[src/rtl/mem_seq_pkg.sv]
// mem_seq_pkg: shared state encoding for the memory sequencer
package mem_seq_pkg;
  localparam int SW = 3;
  typedef enum logic [SW-1:0] {
    S_IDLE,
    S_ADDR,
    S_ACCESS,
    S_STEP,
    S_DONE,
    S_ERR
  } state_e;
endpackage

[src/rtl/mem_seq_timer.sv]
// mem_seq_timer: counts ACCESS wait cycles and flags the cycle that would reach TIMEOUT
// Ports: clk, rst, clr_i (restart count), en_i (count this cycle), expire_o (timeout now)
module mem_seq_timer #(
  parameter int TIMEOUT = 15
) (
  input  logic clk,
  input  logic rst,
  input  logic clr_i,
  input  logic en_i,
  output logic expire_o
);
  localparam int TW = TIMEOUT > 1 ? $clog2(TIMEOUT + 1) : 1;
  logic [TW-1:0] cnt_q;
  always_ff @(posedge clk) begin
    if (rst || clr_i) cnt_q <= '0;
    else if (en_i) cnt_q <= cnt_q + TW'(1);
  end
  // Fires on the waiting cycle whose increment would make the count equal TIMEOUT
  assign expire_o = (TIMEOUT != 0) && en_i && (cnt_q == TW'(TIMEOUT - 1));
endmodule

[src/rtl/mem_seq.sv]
// mem_seq: burst memory access sequencer driving MAR/MDR-style memory controls
// Ports: clk/rst; request side req, we, addr, len, wdata -> busy, done, err, rvalid, rdata, wnext;
// memory side mem_rdata, MFC -> ldMAR, ldMDR, rd, wr, mem_addr, mem_wdata
module mem_seq
  import mem_seq_pkg::*;
#(
  parameter int DW        = 16,
  parameter int AW        = 16,
  parameter int BURST_MAX = 4,
  parameter int TIMEOUT   = 15,
  localparam int LW       = BURST_MAX > 1 ? $clog2(BURST_MAX) : 1
) (
  input  logic          clk,
  input  logic          rst,
  input  logic          req,
  input  logic          we,
  input  logic [AW-1:0] addr,
  input  logic [LW-1:0] len,
  input  logic [DW-1:0] wdata,
  input  logic [DW-1:0] mem_rdata,
  input  logic          MFC,
  output logic          busy,
  output logic          done,
  output logic          err,
  output logic          rvalid,
  output logic [DW-1:0] rdata,
  output logic          wnext,
  output logic          ldMAR,
  output logic          ldMDR,
  output logic          rd,
  output logic          wr,
  output logic [AW-1:0] mem_addr,
  output logic [DW-1:0] mem_wdata
);
  state_e        state_q;
  logic          we_q;
  logic [AW-1:0] addr_q;
  logic [LW-1:0] len_q, beat_q;
  logic [DW-1:0] rdata_q;
  logic          expire;
  mem_seq_timer #(.TIMEOUT(TIMEOUT)) u_timer (
    .clk     (clk),
    .rst     (rst),
    .clr_i   (state_q != S_ACCESS),
    .en_i    (state_q == S_ACCESS && !MFC),
    .expire_o(expire)
  );
  always_ff @(posedge clk) begin
    if (rst) begin
      state_q <= S_IDLE;
      we_q    <= 1'b0;
      addr_q  <= '0;
      len_q   <= '0;
      beat_q  <= '0;
      rdata_q <= '0;
    end else begin
      case (state_q)
        S_IDLE: if (req) begin
          we_q    <= we;
          addr_q  <= addr;
          len_q   <= len;
          beat_q  <= '0;
          state_q <= S_ADDR;
        end
        S_ADDR: state_q <= S_ACCESS;
        S_ACCESS: if (MFC) begin
          if (!we_q) rdata_q <= mem_rdata;
          state_q <= S_STEP;
        end else if (expire) state_q <= S_ERR;
        S_STEP: if (beat_q == len_q) state_q <= S_DONE;
        else begin
          beat_q  <= beat_q + LW'(1);
          state_q <= S_ADDR;
        end
        default: state_q <= S_IDLE;
      endcase
    end
  end
  assign busy      = state_q != S_IDLE;
  assign done      = state_q == S_DONE || state_q == S_ERR;
  assign err       = state_q == S_ERR;
  assign rvalid    = state_q == S_STEP && !we_q;
  assign wnext     = state_q == S_STEP && we_q;
  assign ldMAR     = state_q == S_ADDR;
  // Writes load MDR alongside MAR; reads load it when the memory answers
  assign ldMDR     = (state_q == S_ADDR && we_q) || (state_q == S_ACCESS && !we_q && MFC);
  assign rd        = state_q == S_ACCESS && !we_q;
  assign wr        = state_q == S_ACCESS && we_q;
  // Address arithmetic wraps naturally at AW bits
  assign mem_addr  = state_q == S_ADDR ? addr_q + AW'(beat_q) : '0;
  assign mem_wdata = state_q == S_ADDR && we_q ? wdata : '0;
  assign rdata     = rdata_q;
endmodule

[config.mk]
export PLATFORM = sky130hd
export DESIGN_NAME = mem_seq
export DESIGN_NICKNAME = d
export VERILOG_FILES = /design/src/rtl/mem_seq_pkg.sv /design/src/rtl/mem_seq_timer.sv /design/src/rtl/mem_seq.sv
export SDC_FILE = /design/constraint.sdc
export NUM_CORES = 1
export LEC_CHECK = 0
export BUFFER_PORTS_ARGS = -buffer_cell sky130_fd_sc_hd__buf_2
export CELL_PAD_IN_SITES_DETAIL_PLACEMENT = 1
export CELL_PAD_IN_SITES_GLOBAL_PLACEMENT = 1
export CORE_UTILIZATION = 32
export CTS_BUF_LIST = sky130_fd_sc_hd__clkbuf_4 sky130_fd_sc_hd__clkbuf_8
export DETAILED_ROUTE_END_ITERATION = 10
export PLACE_DENSITY = 0.9
export SYNTH_ARGS = -nofsm -noshare
export SYNTH_HDL_FRONTEND = slang
export SYNTH_SLANG_ARGS = --single-unit
[constraint.sdc]
create_clock -name clk -period 2.3 [get_ports clk]
set_input_delay 0.345 -clock clk [delete_from_list [all_inputs] [get_ports clk]]
set_output_delay 0.345 -clock clk [all_outputs]
set_load 0.005 [all_outputs]
After elaboration in Yosys (flattened, before gate mapping)
Index checks and enable logic that the tools add are counted.
W data, S select, Z words.
{"block": "word_totals", "input_bits": 55, "register_bits": 44, "output_inout_bits": 57, "word_cells": 52}
{"block": "classes", "reduce_logical": 20, "n_addsub": 3, "n_mux": 10, "n_bitwise": 1, "eq_ne": 11}
{"op": "$mux W16", "count": 2}
{"op": "$add A16 B2 Y16", "count": 1}
{"op": "$mux W3", "count": 4}
{"op": "$pmux W3 S4", "count": 1}
{"op": "$logic_and A1 B1 Y1", "count": 8}
{"op": "$eq A3 B2 Y1 const B", "count": 2}
{"op": "$eq A3 B3 Y1 const B", "count": 2}
{"op": "$reduce_and A3 Y1", "count": 2}
{"op": "$add A4 B1 Y4 const B", "count": 1}
{"op": "$eq A4 B4 Y1 const B", "count": 1}
{"op": "$mux W2", "count": 2}
{"op": "$ne A2 B2 Y1 const B", "count": 2}
{"op": "$pmux W2 S2", "count": 1}
{"op": "$reduce_and A2 Y1", "count": 2}
{"op": "$eq A3 B1 Y1 const B", "count": 1}
{"op": "$logic_not A3 Y1", "count": 1}
{"op": "$logic_or A1 B1 Y1", "count": 3}
{"op": "$ne A3 B2 Y1 const B", "count": 1}
{"op": "$ne A3 B3 Y1 const B", "count": 1}
{"op": "$reduce_bool A3 Y1", "count": 1}
{"op": "$add A2 B1 Y2 const B", "count": 1}
{"op": "$eq A2 B2 Y1", "count": 1}
{"op": "$logic_not A1 Y1", "count": 2}
{"op": "$reduce_bool A2 Y1", "count": 1}
{"op": "$not A1 Y1", "count": 1}

Longest topological paths before layout
{"block": "logic_depth", "ltp_word": 6, "mapped_depth": 7, "mapped_depth_nobuf": 6}

Cells and area by module
From an unflattened synthesis, not the netlist that was laid out.
{"block": "hier_totals", "cells_unflattened": 298, "area_unflattened_um2": 2217.1}
{"module": "mem_seq", "n_inst": 1, "seq_area_each_um2": 800.8, "cells_each": 279, "area_per_inst_um2": 2015.7}
{"module": "mem_seq_timer", "n_inst": 1, "seq_area_each_um2": 80.1, "cells_each": 19, "area_per_inst_um2": 201.4}

Worst setup path after synthesis
OpenSTA, ideal clock, no wires.
{"block": "synth_timing", "kind": "reg-to-output", "start": "register beat_q[1]", "end": "output port mem_addr[15]", "stages_incl_launch_ff": 6, "path_buffers": 0, "arrival_ns": 1.696, "t_required_ns": 1.955, "path_slack_ns": 0.259, "path_cell_list": "dfxtp_1 ha_1 a21oi_1 or3_4 or4_1 a21oi_1"}
{"block": "synth_between", "elab_chain_len": 2}
{"item": "start, declared", "line_no": "mem_seq.sv:38", "source": "logic [LW-1:0] len_q, beat_q;"}
{"item": "start signal, assigned", "line_no": "mem_seq.sv:72", "source": "beat_q <= beat_q + LW'(1);"}
{"item": "$add A16 B2 Y16", "line_no": "mem_seq.sv:90", "source": "assign mem_addr = state_q == S_ADDR ? addr_q + AW'(beat_q) : '0;"}
{"item": "$mux W16", "line_no": "mem_seq.sv:90"}
{"item": "end, declared", "line_no": "mem_seq.sv:32", "source": "output logic [AW-1:0] mem_addr,"}
Every way passes these cells.

Worst setup path in the final report
{"block": "layout_timing", "start": "register beat_q[0]", "end": "output port mem_addr[10]"}
Same word-level chain as after synthesis.

==> flow_metrics.env <==
export IMPL_power_density_nw_per_um2=511
export IMPL_ios=112
export IMPL_yosysSeqAreaShare_pct=39.3
export IMPL_violations="negative setup slack"
export IMPL_grtUsageTotal_pct=19.4
export IMPL_hold_viol=0
export IMPL_num_nets_final=478
export IMPL_r2r_setup_slack_ps=470
export IMPL_synth_edf_count=0
export IMPL_syn_num_nets=363
export IMPL_drv_cap=0
export IMPL_clk_pin_slew_worst_paths_ps=80
export IMPL_vias=2505
export IMPL_worstReg2RegEnd="rdata[1]$_SDFFE_PP0P_"
export IMPL_worst_path_stages=7
export IMPL_fp_dieArea_um2=7340
export IMPL_critPathLaunchType="flop"
export IMPL_gp_congestion=0.815
export IMPL_required_ps=1960
export IMPL_fmax_ghz=0.424
export IMPL_synth_area_um2=2240
export IMPL_cts_tree="yes"
export IMPL_via_per_inst=4.87
export IMPL_hold_slack_ps=290
export IMPL_worst_slew_pin_slew_ps=607
export IMPL_portBuffers=111
export IMPL_slowest_delay_ps=480
export IMPL_diodes=0
export IMPL_ir_drop_mv=0.422
export IMPL_hpwl_mm=5.51
export IMPL_synth_compound_area_share_pct=13.7
export IMPL_h_tree_depth=2
export IMPL_synthArstFlopShare_pct=0
export IMPL_ys_seq_elements=44
export IMPL_synth_xor_area_share_pct=5.08
export IMPL_area_growth_pct=39.2
export IMPL_antenna_found_initial=0
export IMPL_reg2reg_depth=4
export IMPL_clk_path_buf_depth=2
export IMPL_overflow=0
export IMPL_grt_max_degree=22
export IMPL_final_util_pct=45.9
export IMPL_fin_crit_ps=2360
export IMPL_ant_nets=0
export IMPL_postCtsHoldBufs=0
export IMPL_clock_skew_ps=4.51
export IMPL_ys_types=39
export IMPL_ys_flop_type="dfxtp_1"
export IMPL_wire_per_inst_um=14.2
export IMPL_first_global_vias=2479
export IMPL_start_util_pct=33.0
export IMPL_drtPass1Iterations=4
export IMPL_grt_pass1_wl_mm=11.3
export IMPL_synthMuxAreaShare_pct=0
export IMPL_crit_slowest_cell="or4_1"
export IMPL_synthCells=303
export IMPL_max_slew_margin_rel_pct=59.4
export IMPL_die_h_um=85.7
export IMPL_critical_path_top_delay_family="simple AND/OR/NAND/NOR gates"
export IMPL_post_route_drc_count=0
export IMPL_dp_slack_ps=115
export IMPL_cts_buffers=5
export IMPL_cts_sinks=44
export IMPL_status="finished, violations left"
export IMPL_leakage_nw=1.45
export IMPL_yosys_warnings=0
export IMPL_avgSynthCellArea_um2=7.39
export IMPL_core_area_um2=6790
export IMPL_clockRootBuffer="clkbuf_8"
export IMPL_most_common_layout_cells="buf_2 (111), nand2_1 (82), a21oi_1 (41)"
export IMPL_crit_buf_inv=1
export IMPL_finalSetupViolations=5
export IMPL_cp_startpoint="beat_q[0]$_SDFFE_PP0P_"
export IMPL_cp_data_arrival_time_ps=2020
export IMPL_drt_wl_total_mm=7.30
export IMPL_row_count=30
export IMPL_chipWidth_um=85.7
export IMPL_clock_latency_ps=290
export IMPL_rsz0062_at_grt="yes"
export IMPL_drive_gt1_share_pct=37.8
export IMPL_final_common_cell="buf_2"
export IMPL_path_max_fanout=6
export IMPL_path_cells="ha_4, fa_2, and2_4, nand3_2, or4_1, o21ai_0, buf_2"
export IMPL_synth_top_family_by_area="simple AND/OR/NAND/NOR gates"
export IMPL_drtIter0Drc=58
export IMPL_finalMaxSlewViolations=0
export IMPL_worst_setup_path_end_kind="primary output"
export IMPL_setup_slack_ps=-61.2
export IMPL_period_share_pct=103
export IMPL_synth_fa_ha_area_share_pct=3.13
export IMPL_crit_type="reg -> out"
export IMPL_tns_ps=-135
export IMPL_crit_path_end="mem_addr[10]"
export IMPL_synth_simple_gate_area_share_pct=34.5
export IMPL_hold_class="in -> reg"
export IMPL_r2r_start="state_q[1]$_SDFFE_PP0P_"
## worst min-delay path by stage
| stage | end | cells after the start | start |
|---|---|---|---|
| after floorplan | addr_q[0]$_SDFFE_PP0P_ | 2 | addr_q[0]$_SDFFE_PP0P_ |
| after global placement | rdata[8]$_SDFFE_PP0P_ | 2 | rdata[8]$_SDFFE_PP0P_ |
| after detailed placement | rdata[3]$_SDFFE_PP0P_ | 2 | rdata[3]$_SDFFE_PP0P_ |
| after CTS | rdata[15]$_SDFFE_PP0P_ | 3 | mem_rdata[15] |
| after global routing | rdata[6]$_SDFFE_PP0P_ | 3 | mem_rdata[6] |
| final | addr_q[13]$_SDFFE_PP0P_ | 3 | addr[13] |
## synth_stat cells (2+ instances only)
cell type | number | area (µm²)
a21oi_1 | 45 | 225
and2_1 | 6 | 37.5
and3_1 | 18 | 113
and3b_1 | 2 | 17.5
buf_2 | 3 | 15.0
clkbuf_1 | 14 | 52.6
dfxtp_1 | 44 | 881
ha_1 | 4 | 50.1
inv_1 | 4 | 15.0
nand2_1 | 82 | 308
nand3_1 | 6 | 30.0
nand4_1 | 2 | 12.5
nor2_1 | 20 | 75.1
nor2b_1 | 5 | 31.3
nor3_1 | 2 | 10.0
nor4b_1 | 2 | 17.5
o211ai_1 | 2 | 15.0
o21ai_0 | 6 | 30.0
or3_1 | 4 | 25.0
or4_1 | 2 | 15.0
xnor2_1 | 7 | 61.3
xor2_1 | 6 | 52.6
## worst register-to-register path: stages (launching register included)
cell and delay (ps):
dfxtp_1 520, nor4b_2 400, and2_1 560, nand2_1 130, a21oi_1 150
## where the power goes
part	switching, W	leakage [nW]	total [W]	internal [W]
Clock	0.000242	0.0445	0.000461	0.000219
Sequential	0.0000453	0.361	0.000846	0.000801
Combinational	0.000164	1.05	0.000288	0.000124
## metrics by stage
stage	area, µm²	instances	total power, W
floorplan	2240	303	0.00101
detailed placement	2920	501	0.00114
global route	3120	514	0.00170
global placement	2920	501	0.00113
CTS	3070	511	0.00162
finish	3120	514	0.00159
## repair_timing
action,in CTS,in global routing
gates resized for setup,14,7
pin swaps,4,3
endpoints found under the setup margin,5,5
setup buffers,3,3
## routing by layer
layer | global-route usage, % | part of all wire (%) | wire length [µm] | vias up
li1 | - | - | - | 1244
met1 | 23.1 | 42 | 3080 | 1168
met2 | 35.1 | 51 | 3710 | 84
met3 | 4.81 | 5.9 | 432 | 9
met4 | 4.09 | 1.0 | 75 | 0
met5 | 0 | 0 | 0 | -
## cell families (layout without fill, tap and decap cells)
kind of cell,Yosys count,in the layout
simple gates,160,160
compound gates,58,58
flops,44,44
buf+inv,23,138
xor+xnor,13,13
fa+ha+maj,5,5
## state kept, by name, summed over array words and instances (netlist names)
register,count
we_q,1
state_q,3
len_q,2
beat_q,2
rdata,16
u_timer.cnt_q,4
addr_q,16
## final cells by class
cell class | instances | area (µm²)
fillers | 889 | 3680
well taps | 96 | 120
multi-input cells | 236 | 1330
clock buffers | 6 | 76.3
clock inverters | 1 | 5.00
inverters | 4 | 15.0
flip-flops and latches | 44 | 892
repair buffers | 127 | 676
(Power assumes the default switching activity.)
